==> config.mk <==
export PLATFORM = sky130hd
export DESIGN_NAME = hazard_scoreboard_flat
export DESIGN_NICKNAME = d
export VERILOG_FILES = /design/src/rtl/hazard_scoreboard_pkg.sv /design/src/rtl/hazard_scoreboard_if.sv /design/src/rtl/hazard_scoreboard_fetch_cancel_ctr.sv /design/src/rtl/hazard_scoreboard.sv /design/src/flat_wrapper.sv
export SDC_FILE = /design/constraint.sdc
export NUM_CORES = 1
export LEC_CHECK = 0
export CORE_MARGIN = 2
export CORE_UTILIZATION = 40
export CTS_CLUSTER_DIAMETER = 200
export DETAILED_ROUTE_END_ITERATION = 6
export PLACE_DENSITY_LB_ADDON = 0.3
export REMOVE_ABC_BUFFERS = 1
export SYNTH_ARGS = -nofsm -noshare
export SYNTH_HDL_FRONTEND = slang
export SYNTH_HIERARCHICAL = 1
export SYNTH_SLANG_ARGS = --single-unit
==> constraint.sdc <==
create_clock -name aclk -period 4.8 [get_ports aclk]
set_input_delay 0.96 -clock aclk [delete_from_list [all_inputs] [get_ports aclk]]
set_output_delay 0.96 -clock aclk [all_outputs]
set_load 0.01 [all_outputs]
==> src/rtl/hazard_scoreboard_pkg.sv <==
// Shared types and default sizes for the hazard scoreboard and its fetch-cancel counter.
package hazard_scoreboard_pkg;

   localparam int NUM_GR_DFLT     = 32;
   localparam int GR_W_DFLT       = $clog2(NUM_GR_DFLT);
   localparam int PIPE_DEPTH_DFLT = 4;
   localparam int MAX_FETCH_DFLT  = 4;

   typedef enum logic [1:0] {
      WK_ALU  = 2'd0,
      WK_LOAD = 2'd1,
      WK_CSR  = 2'd2
   } wr_kind_t;

   typedef logic [GR_W_DFLT-1:0] gr_t;

endpackage

==> src/rtl/hazard_scoreboard_if.sv <==
// ID/WB/fetch/flush signal bundle between the pipeline and the hazard scoreboard.
interface hazard_scoreboard_if
   import hazard_scoreboard_pkg::*;
#(
   parameter int NUM_SRC = 3,
   parameter int GR_W    = 5,
   parameter int OUT_W   = 3
) ();

   logic                    id_valid;
   logic                    id_fire;
   logic [NUM_SRC-1:0]      id_src_valid;
   logic [NUM_SRC*GR_W-1:0] id_src_no;
   logic [NUM_SRC-1:0]      id_src_early;
   logic                    id_wen;
   logic [GR_W-1:0]         id_rd_no;
   wr_kind_t                id_wkind;
   logic                    wb_fire;
   logic                    wb_wen;
   logic [GR_W-1:0]         wb_rd_no;
   logic                    kill_younger;
   logic                    wb_kill;
   logic                    id_redirect;
   logic                    fetch_req_fire;
   logic                    fetch_data_ok;

   logic                    fetch_req_ready;
   logic                    id_stall;
   logic                    ex_bubble;
   logic                    front_flush;
   logic                    wb_flush;
   logic                    fetch_discard;
   logic [OUT_W-1:0]        outstanding;
   logic                    sb_busy;

   modport master (
      output id_valid, id_fire, id_src_valid, id_src_no, id_src_early,
             id_wen, id_rd_no, id_wkind, wb_fire, wb_wen, wb_rd_no,
             kill_younger, wb_kill, id_redirect, fetch_req_fire, fetch_data_ok,
      input  fetch_req_ready, id_stall, ex_bubble, front_flush, wb_flush,
             fetch_discard, outstanding, sb_busy
   );

   modport slave (
      input  id_valid, id_fire, id_src_valid, id_src_no, id_src_early,
             id_wen, id_rd_no, id_wkind, wb_fire, wb_wen, wb_rd_no,
             kill_younger, wb_kill, id_redirect, fetch_req_fire, fetch_data_ok,
      output fetch_req_ready, id_stall, ex_bubble, front_flush, wb_flush,
             fetch_discard, outstanding, sb_busy
   );

endinterface

==> src/rtl/hazard_scoreboard_fetch_cancel_ctr.sv <==
// Outstanding instruction-fetch counter plus a cancel counter that marks returning
// data of redirected-away fetches for discard.
module fetch_cancel_ctr
   import hazard_scoreboard_pkg::*;
#(
   parameter int MAX_FETCH = MAX_FETCH_DFLT,
   parameter int OUT_W     = $clog2(MAX_FETCH + 1)
) (
   input  logic             aclk,
   input  logic             reset,
   input  logic             fetch_req_fire,
   input  logic             fetch_data_ok,
   input  logic             cancel_trigger,
   output logic             fetch_req_ready,
   output logic             fetch_discard,
   output logic [OUT_W-1:0] outstanding
);

   logic [OUT_W-1:0] out_q;
   logic [OUT_W-1:0] cancel_q;

   assign outstanding     = out_q;
   assign fetch_req_ready = (out_q < OUT_W'(MAX_FETCH));
   assign fetch_discard   = fetch_data_ok & (cancel_q != '0);

   always_ff @(posedge aclk or posedge reset) begin
      if (reset) begin
         out_q    <= '0;
         cancel_q <= '0;
      end else begin
         case ({fetch_req_fire, fetch_data_ok})
            2'b10: if (out_q != OUT_W'(MAX_FETCH)) out_q <= out_q + OUT_W'(1);
            2'b01: if (out_q != '0) out_q <= out_q - OUT_W'(1);
            default: out_q <= out_q;
         endcase

         // A request fired alongside the trigger is the redirected fetch, so it
         // is deliberately left out of the cancel load.
         if (cancel_trigger)
            cancel_q <= out_q - OUT_W'(fetch_data_ok & ~fetch_discard);
         else if (fetch_discard)
            cancel_q <= cancel_q - OUT_W'(1);
      end
   end

   a_no_fire_when_full: assert property (@(posedge aclk) disable iff (reset)
      !(fetch_req_fire && !fetch_req_ready));

   a_no_data_without_req: assert property (@(posedge aclk) disable iff (reset)
      !(fetch_data_ok && out_q == '0));

endmodule

==> src/rtl/hazard_scoreboard.sv <==
// Per-GR in-flight writer scoreboard deciding ID stall/EX bubble, plus flush fan-out
// and fetch-cancel accounting for redirects.
module hazard_scoreboard
   import hazard_scoreboard_pkg::*;
#(
   parameter int NUM_GR     = NUM_GR_DFLT,
   parameter int GR_W       = $clog2(NUM_GR),
   parameter int NUM_SRC    = 3,
   parameter int PIPE_DEPTH = PIPE_DEPTH_DFLT,
   parameter int MAX_FETCH  = MAX_FETCH_DFLT
) (
   input  logic              aclk,
   input  logic              reset,
   hazard_scoreboard_if.slave bus
);

   localparam int CNT_W = $clog2(PIPE_DEPTH + 1);
   localparam int OUT_W = $clog2(MAX_FETCH + 1);

   logic [CNT_W-1:0] cnt_q  [NUM_GR];
   wr_kind_t         kind_q [NUM_GR];
   logic [NUM_GR-1:0] inc;
   logic [NUM_GR-1:0] dec;
   logic              sb_clear;
   logic              sb_ovf;
   logic              sb_unf;
   logic              busy;

   logic [GR_W-1:0]    src_no [NUM_SRC];
   logic [NUM_SRC-1:0] hz;
   logic               stall;
   logic               cancel_trigger;

   assign sb_clear = bus.kill_younger | bus.wb_kill;

   // GR 0 is hard-wired, so its counter never moves and stays at zero.
   always_comb begin
      inc    = '0;
      dec    = '0;
      sb_ovf = 1'b0;
      sb_unf = 1'b0;
      busy   = 1'b0;
      for (int r = 1; r < NUM_GR; r++) begin
         inc[r] = bus.id_fire & bus.id_wen & (bus.id_rd_no == GR_W'(r)) & ~bus.kill_younger;
         dec[r] = bus.wb_fire & bus.wb_wen & (bus.wb_rd_no == GR_W'(r)) & ~bus.wb_kill;
      end
      for (int r = 0; r < NUM_GR; r++) begin
         if (!sb_clear && inc[r] && !dec[r] && cnt_q[r] == CNT_W'(PIPE_DEPTH)) sb_ovf = 1'b1;
         if (!sb_clear && dec[r] && !inc[r] && cnt_q[r] == '0) sb_unf = 1'b1;
         if (cnt_q[r] != '0) busy = 1'b1;
      end
   end

   always_ff @(posedge aclk or posedge reset) begin
      if (reset) begin
         for (int r = 0; r < NUM_GR; r++) begin
            cnt_q[r]  <= '0;
            kind_q[r] <= WK_ALU;
         end
      end else begin
         for (int r = 0; r < NUM_GR; r++) begin
            if (sb_clear)
               cnt_q[r] <= '0;
            else if (inc[r] && !dec[r]) begin
               if (cnt_q[r] != CNT_W'(PIPE_DEPTH)) cnt_q[r] <= cnt_q[r] + CNT_W'(1);
            end else if (dec[r] && !inc[r]) begin
               if (cnt_q[r] != '0) cnt_q[r] <= cnt_q[r] - CNT_W'(1);
            end
            if (inc[r]) kind_q[r] <= bus.id_wkind;
         end
      end
   end

   // An ALU producer is forwarded to late consumers; anything else must wait for WB.
   always_comb begin
      hz = '0;
      for (int i = 0; i < NUM_SRC; i++) begin
         src_no[i] = bus.id_src_no[i*GR_W +: GR_W];
         hz[i] = bus.id_valid & bus.id_src_valid[i] & (src_no[i] != '0) &
                 (cnt_q[src_no[i]] != '0) &
                 ((kind_q[src_no[i]] != WK_ALU) | bus.id_src_early[i]);
      end
   end

   assign stall          = (|hz) & ~bus.kill_younger;
   assign bus.id_stall    = stall;
   assign bus.ex_bubble   = stall;
   assign bus.front_flush = bus.kill_younger | bus.wb_kill;
   assign bus.wb_flush    = bus.wb_kill;
   assign bus.sb_busy     = busy;

   assign cancel_trigger = (bus.id_redirect & ~stall) | bus.kill_younger | bus.wb_kill;

   fetch_cancel_ctr #(
      .MAX_FETCH (MAX_FETCH),
      .OUT_W     (OUT_W)
   ) u_fetch_cancel_ctr (
      .aclk            (aclk),
      .reset           (reset),
      .fetch_req_fire  (bus.fetch_req_fire),
      .fetch_data_ok   (bus.fetch_data_ok),
      .cancel_trigger  (cancel_trigger),
      .fetch_req_ready (bus.fetch_req_ready),
      .fetch_discard   (bus.fetch_discard),
      .outstanding     (bus.outstanding)
   );

   a_sb_no_overflow: assert property (@(posedge aclk) disable iff (reset) !sb_ovf);
   a_sb_no_underflow: assert property (@(posedge aclk) disable iff (reset) !sb_unf);

endmodule

==> src/flat_wrapper.sv <==
// flat-port wrapper written by rule: the top's interface ports become plain ports
module hazard_scoreboard_flat import hazard_scoreboard_pkg::*;
#(
   parameter int NUM_GR     = NUM_GR_DFLT,
   parameter int GR_W       = $clog2(NUM_GR),
   parameter int NUM_SRC    = 3,
   parameter int PIPE_DEPTH = PIPE_DEPTH_DFLT,
   parameter int MAX_FETCH  = MAX_FETCH_DFLT
)
  (aclk, reset, bus_id_valid, bus_id_fire, bus_id_src_valid, bus_id_src_no, bus_id_src_early, bus_id_wen, bus_id_rd_no, bus_id_wkind, bus_wb_fire, bus_wb_wen, bus_wb_rd_no, bus_kill_younger, bus_wb_kill, bus_id_redirect, bus_fetch_req_fire, bus_fetch_data_ok, bus_fetch_req_ready, bus_id_stall, bus_ex_bubble, bus_front_flush, bus_wb_flush, bus_fetch_discard, bus_outstanding, bus_sb_busy);
  hazard_scoreboard_if #(.NUM_SRC(NUM_SRC), .GR_W(GR_W), .OUT_W((3))) bus_i ();
  input  logic aclk;
  input  logic reset;
  input wire logic [$bits(bus_i.id_valid)-1:0] bus_id_valid;
  input wire logic [$bits(bus_i.id_fire)-1:0] bus_id_fire;
  input wire logic [$bits(bus_i.id_src_valid)-1:0] bus_id_src_valid;
  input wire logic [$bits(bus_i.id_src_no)-1:0] bus_id_src_no;
  input wire logic [$bits(bus_i.id_src_early)-1:0] bus_id_src_early;
  input wire logic [$bits(bus_i.id_wen)-1:0] bus_id_wen;
  input wire logic [$bits(bus_i.id_rd_no)-1:0] bus_id_rd_no;
  input wire logic [$bits(bus_i.id_wkind)-1:0] bus_id_wkind;
  input wire logic [$bits(bus_i.wb_fire)-1:0] bus_wb_fire;
  input wire logic [$bits(bus_i.wb_wen)-1:0] bus_wb_wen;
  input wire logic [$bits(bus_i.wb_rd_no)-1:0] bus_wb_rd_no;
  input wire logic [$bits(bus_i.kill_younger)-1:0] bus_kill_younger;
  input wire logic [$bits(bus_i.wb_kill)-1:0] bus_wb_kill;
  input wire logic [$bits(bus_i.id_redirect)-1:0] bus_id_redirect;
  input wire logic [$bits(bus_i.fetch_req_fire)-1:0] bus_fetch_req_fire;
  input wire logic [$bits(bus_i.fetch_data_ok)-1:0] bus_fetch_data_ok;
  output wire logic [$bits(bus_i.fetch_req_ready)-1:0] bus_fetch_req_ready;
  output wire logic [$bits(bus_i.id_stall)-1:0] bus_id_stall;
  output wire logic [$bits(bus_i.ex_bubble)-1:0] bus_ex_bubble;
  output wire logic [$bits(bus_i.front_flush)-1:0] bus_front_flush;
  output wire logic [$bits(bus_i.wb_flush)-1:0] bus_wb_flush;
  output wire logic [$bits(bus_i.fetch_discard)-1:0] bus_fetch_discard;
  output wire logic [$bits(bus_i.outstanding)-1:0] bus_outstanding;
  output wire logic [$bits(bus_i.sb_busy)-1:0] bus_sb_busy;
  assign bus_i.id_valid = bus_id_valid;
  assign bus_i.id_fire = bus_id_fire;
  assign bus_i.id_src_valid = bus_id_src_valid;
  assign bus_i.id_src_no = bus_id_src_no;
  assign bus_i.id_src_early = bus_id_src_early;
  assign bus_i.id_wen = bus_id_wen;
  assign bus_i.id_rd_no = bus_id_rd_no;
  assign bus_i.id_wkind = bus_id_wkind;
  assign bus_i.wb_fire = bus_wb_fire;
  assign bus_i.wb_wen = bus_wb_wen;
  assign bus_i.wb_rd_no = bus_wb_rd_no;
  assign bus_i.kill_younger = bus_kill_younger;
  assign bus_i.wb_kill = bus_wb_kill;
  assign bus_i.id_redirect = bus_id_redirect;
  assign bus_i.fetch_req_fire = bus_fetch_req_fire;
  assign bus_i.fetch_data_ok = bus_fetch_data_ok;
  assign bus_fetch_req_ready = bus_i.fetch_req_ready;
  assign bus_id_stall = bus_i.id_stall;
  assign bus_ex_bubble = bus_i.ex_bubble;
  assign bus_front_flush = bus_i.front_flush;
  assign bus_wb_flush = bus_i.wb_flush;
  assign bus_fetch_discard = bus_i.fetch_discard;
  assign bus_outstanding = bus_i.outstanding;
  assign bus_sb_busy = bus_i.sb_busy;
  hazard_scoreboard #(.NUM_GR(NUM_GR), .GR_W(GR_W), .NUM_SRC(NUM_SRC), .PIPE_DEPTH(PIPE_DEPTH), .MAX_FETCH(MAX_FETCH)) u_core (.aclk(aclk), .reset(reset), .bus(bus_i));
endmodule
==> metrics.md <==
| Metric | Value |
|---|---|
| Max_slew headroom | 35.9% |
| Synth Area in Simple Gates | 21.1% |
| Hold Crit Class | flip-flop to flip-flop |
| Rows | 63 |
| Async SR Flop Fraction | 100% |
| Detailed-route via count | 10,875 |
| Distinct cell type count after synthesis | 87 |
| GRT Resource Usage Total | 24.3% |
| Fin crit period | 4.74 ns |
| Worst Max-Slew Pin Slew | 0.954 ns |
| XOR/XNOR share of the synthesized area | 3.10% |
| Post-synthesis compound-gate area fraction | 19.0% |
| Hold Vio Cnt, Final | 0 |
| Critical Path AT | 3.78 ns |
| Maxcap violations | 0 |
| Post-cts resize count | 0 |
| Placed cells | 1,769 |
| Setup Skew | 0.0124 ns |
| Drt drc | 6 |
| Clk Latency, worst-skew pair | 0.44 ns |
| EDFF count, synth | 0 |
| Clock transition at path regs | 0.06 ns |
| Final setup violation count | 0 |
| Final weighted congestion of routability-driven global placement | 0.992 |
| Grt ovf | 0 |
| Initial antenna violation count | 1 |
| Period utilization | 98.8% |
| Clock Sinks | 161 |
| Root Buffer | clkbuf_16 |
| Mapped Area | 11,900 um2 |
| Required time of the critical path | 3.84 ns |
| Worst Reg-to-Reg Cells | 11 |
| Final cell count without fillers | 1,801 |
| CP Class | input pin to output port |
| Clock buffer depth | 2 |
| Number of synthesized register bits | 161 |
| Share of cells above drive strength 1 | 16.0% |
| Slew Limit Fails | 0 |
| Wirelength, routed | 36.8 mm |
| Avg Cell Area, Syn | 8.98 um2 |
| WP buf/inv | 3 |
| H-tree Lvls | 4 |
| Worst setup SP type | input pin |
| Synth-to-Final Area Change | 15.3% |
| DR iter-0 viols | 1,013 |
| Seq/Total Area, Yosys | 33.9% |
| Fin Setup TNS | 0 ns |
| Max VDD drop | 0.000253 V |
| Total power divided by cell area | 252 nW/um2 |
| Dpl hpwl | 28.1 mm |
| Hold path depth | 2 |
| Slowest-stage cell, CP | clkdlybuf4s50_1 |
| Highest-count cells in the layout ignoring fill and taps | dfrtp_1 (161), nor2_1 (123), inv_1 (107) |
| Cell family with most CP delay | compound AO/OA/AOI/OAI gates |
| Failing checks | design-rule violations |
| Initial core utilization | 40.4% |
| Crit path largest cell delay | 0.57 ns |
| Mux cell area share after synthesis | 11.4% |
| Final ANT Viol Nets | 0 |
| Num ports | 55 |
| LEAKAGE | 5.43 nW |
| Core ar. | 29,400 um2 |
| Commonest non-fill, non-tap cell in the layout | dfrtp_1 |
| Primary FF master, synth | dfrtp_1 |
| Chain of cells forming the critical path | clkdlybuf4s50_1 > buf_4 > or2_2 > o32ai_1 > a221oi_2 > o41ai_1 > o32a_1 > a221oi_2 > a21oi_2 > clkdlybuf4s50_1 |
| Largest net degree at the start of global routing | 79 |
| CP Max Fanout | 7 |
| Hold-fix buffers, CTS | 0 |
| Die X | 176 um |
| RSZ-0062 raised after global routing | false |
| Mapped Cells | 1,322 |
| Adder-Cell Fraction of Synth Area | 5.82% |
| # port buffers | 54 |
| Vias in the first global route | 10,505 |
| Main combinational cell family by area after synthesis | simple AND/OR/NAND/NOR gates |
| Inserted Clock Buffers | 17 |
| DRT Pass-1 Iters | 7 |
| Levels on crit path | 10 |
| CTS tree | done |
| DIE HEIGHT | 176 um |
| DIE AREA | 31,100 um2 |
| Run status | finished with violations |
| Worst setup EP type | output port |
| Fmax | 211 MHz |
| Vias per inst | 6.04 |
| Post-CTS Setup Inserts | 0 |
| Nets | 1,479 |
| First-pass GRT wire length | 58.5 mm |
| Wire length per cell | 20.4 um |
| Synthesis warning total | 6 |
## cell families (layout without fill, tap and decap cells)
group / count (synthesis) / in the layout
buf+inv: 166 / 254
compound gates: 342 / 342
fa+ha+maj: 36 / 36
mux: 94 / 94
xor+xnor: 42 / 42
other cells: 0 / 1
flops: 161 / 161
simple gates: 481 / 481
## Yosys cell counts (4+ instances only)
cell type,number,share of area (%)
nand2_1,90,2.8
mux4_2,27,5.1
o21a_1,6,0.38
nand2b_1,19,1.0
xor2_1,14,1.0
inv_1,108,3.4
a211oi_1,23,1.5
nor3_2,18,1.5
nor2_1,123,3.9
mux2i_1,8,0.67
nand4_1,9,0.47
buf_4,5,0.32
ha_1,4,0.42
fa_1,32,5.4
o21ai_0,84,3.5
nor2b_1,9,0.47
nor3_1,74,3.1
and3_1,7,0.37
o221ai_1,7,0.52
o31ai_1,11,0.70
nand3_1,58,2.4
buf_2,18,0.76
clkbuf_1,29,0.92
a221oi_1,25,1.8
o311ai_0,8,0.59
o211ai_1,26,1.6
nor4_1,14,0.74
a31oi_1,11,0.58
or2_2,8,0.42
o22ai_1,27,1.4
or3_1,15,0.79
dfrtp_1,161,34
mux2_2,59,5.6
a2111oi_0,4,0.30
a21oi_1,66,2.8
o21ai_1,7,0.30
nand3b_1,5,0.32
xnor2_1,28,2.1
## where the power goes
part           total [mW]  internal [mW]  switching [mW]
logic               0.645          0.280           0.365
registers            1.49           1.43          0.0597
clock network        1.32          0.695           0.627
total                3.45           2.40            1.05
## flip-flops by register name (all words and copies together) (netlist names)
name,count
u_core/u_fetch_cancel_ctr/outstanding,3
u_core/u_fetch_cancel_ctr/cancel_q,3
u_core/kind_q,62
u_core/cnt_q,93
## worst min-delay path: stages, from the launching register on
cell and delay [ns]:
dfrtp_1 0.35, nand2_1 0.05, nand2_1 0.05
## per-stage QoR
stage,total power [mW],area [um2],hold slack (ns),utilization [%],setup slack (ns)
floorplan,1.85,11600,0.446,-,-0.338
global placement,2.13,13100,0.459,44.6,0.0384
detailed placement,2.14,13100,0.465,44.6,0.0101
CTS,3.47,13700,0.481,46.5,0.0157
global route,3.61,13700,0.515,46.5,0.0180
finish,3.45,13700,0.481,46.5,0.0584
## path summary, 6_finish.rpt
check	from	endpoint	slack [ns]
worst max-delay path	bus_id_src_no[10]	bus_id_stall	0.06
worst min-delay path	u_core/kind_q[42]	u_core/kind_q[42]	0.48
worst max register to register	u_core/cnt_q[76]	u_core/u_fetch_cancel_ctr/cancel_q[0]	1.61
worst min register to register	u_core/kind_q[42]	u_core/kind_q[42]	0.48
max in group asynchronous	reset	u_core/kind_q[46]	2.84
min in group asynchronous	reset	u_core/u_fetch_cancel_ctr/cancel_q[0]	0.86
## routing by layer
metal  vias up  share of wire (%)  global-route usage (%)
met3       100                6.1                    3.96
met4         0                3.8                    9.64
li1       5016                  -                       -
met2       427                 47                    39.9
met1      5332                 43                    32.3
met5         -                  0                       0
## final cells by class
class,instances,area (um2)
Multi-Input combinational cell,995,7190
Timing Repair Buffer,112,995
Clock inverter,13,120
Antenna cell,1,2.50
Fill cell,2820,15700
Inverter,111,422
Tap cell,390,488
Sequential cell,161,4030
Clock buffer,18,439
Note: power is estimated with default switching activity, not from simulation.
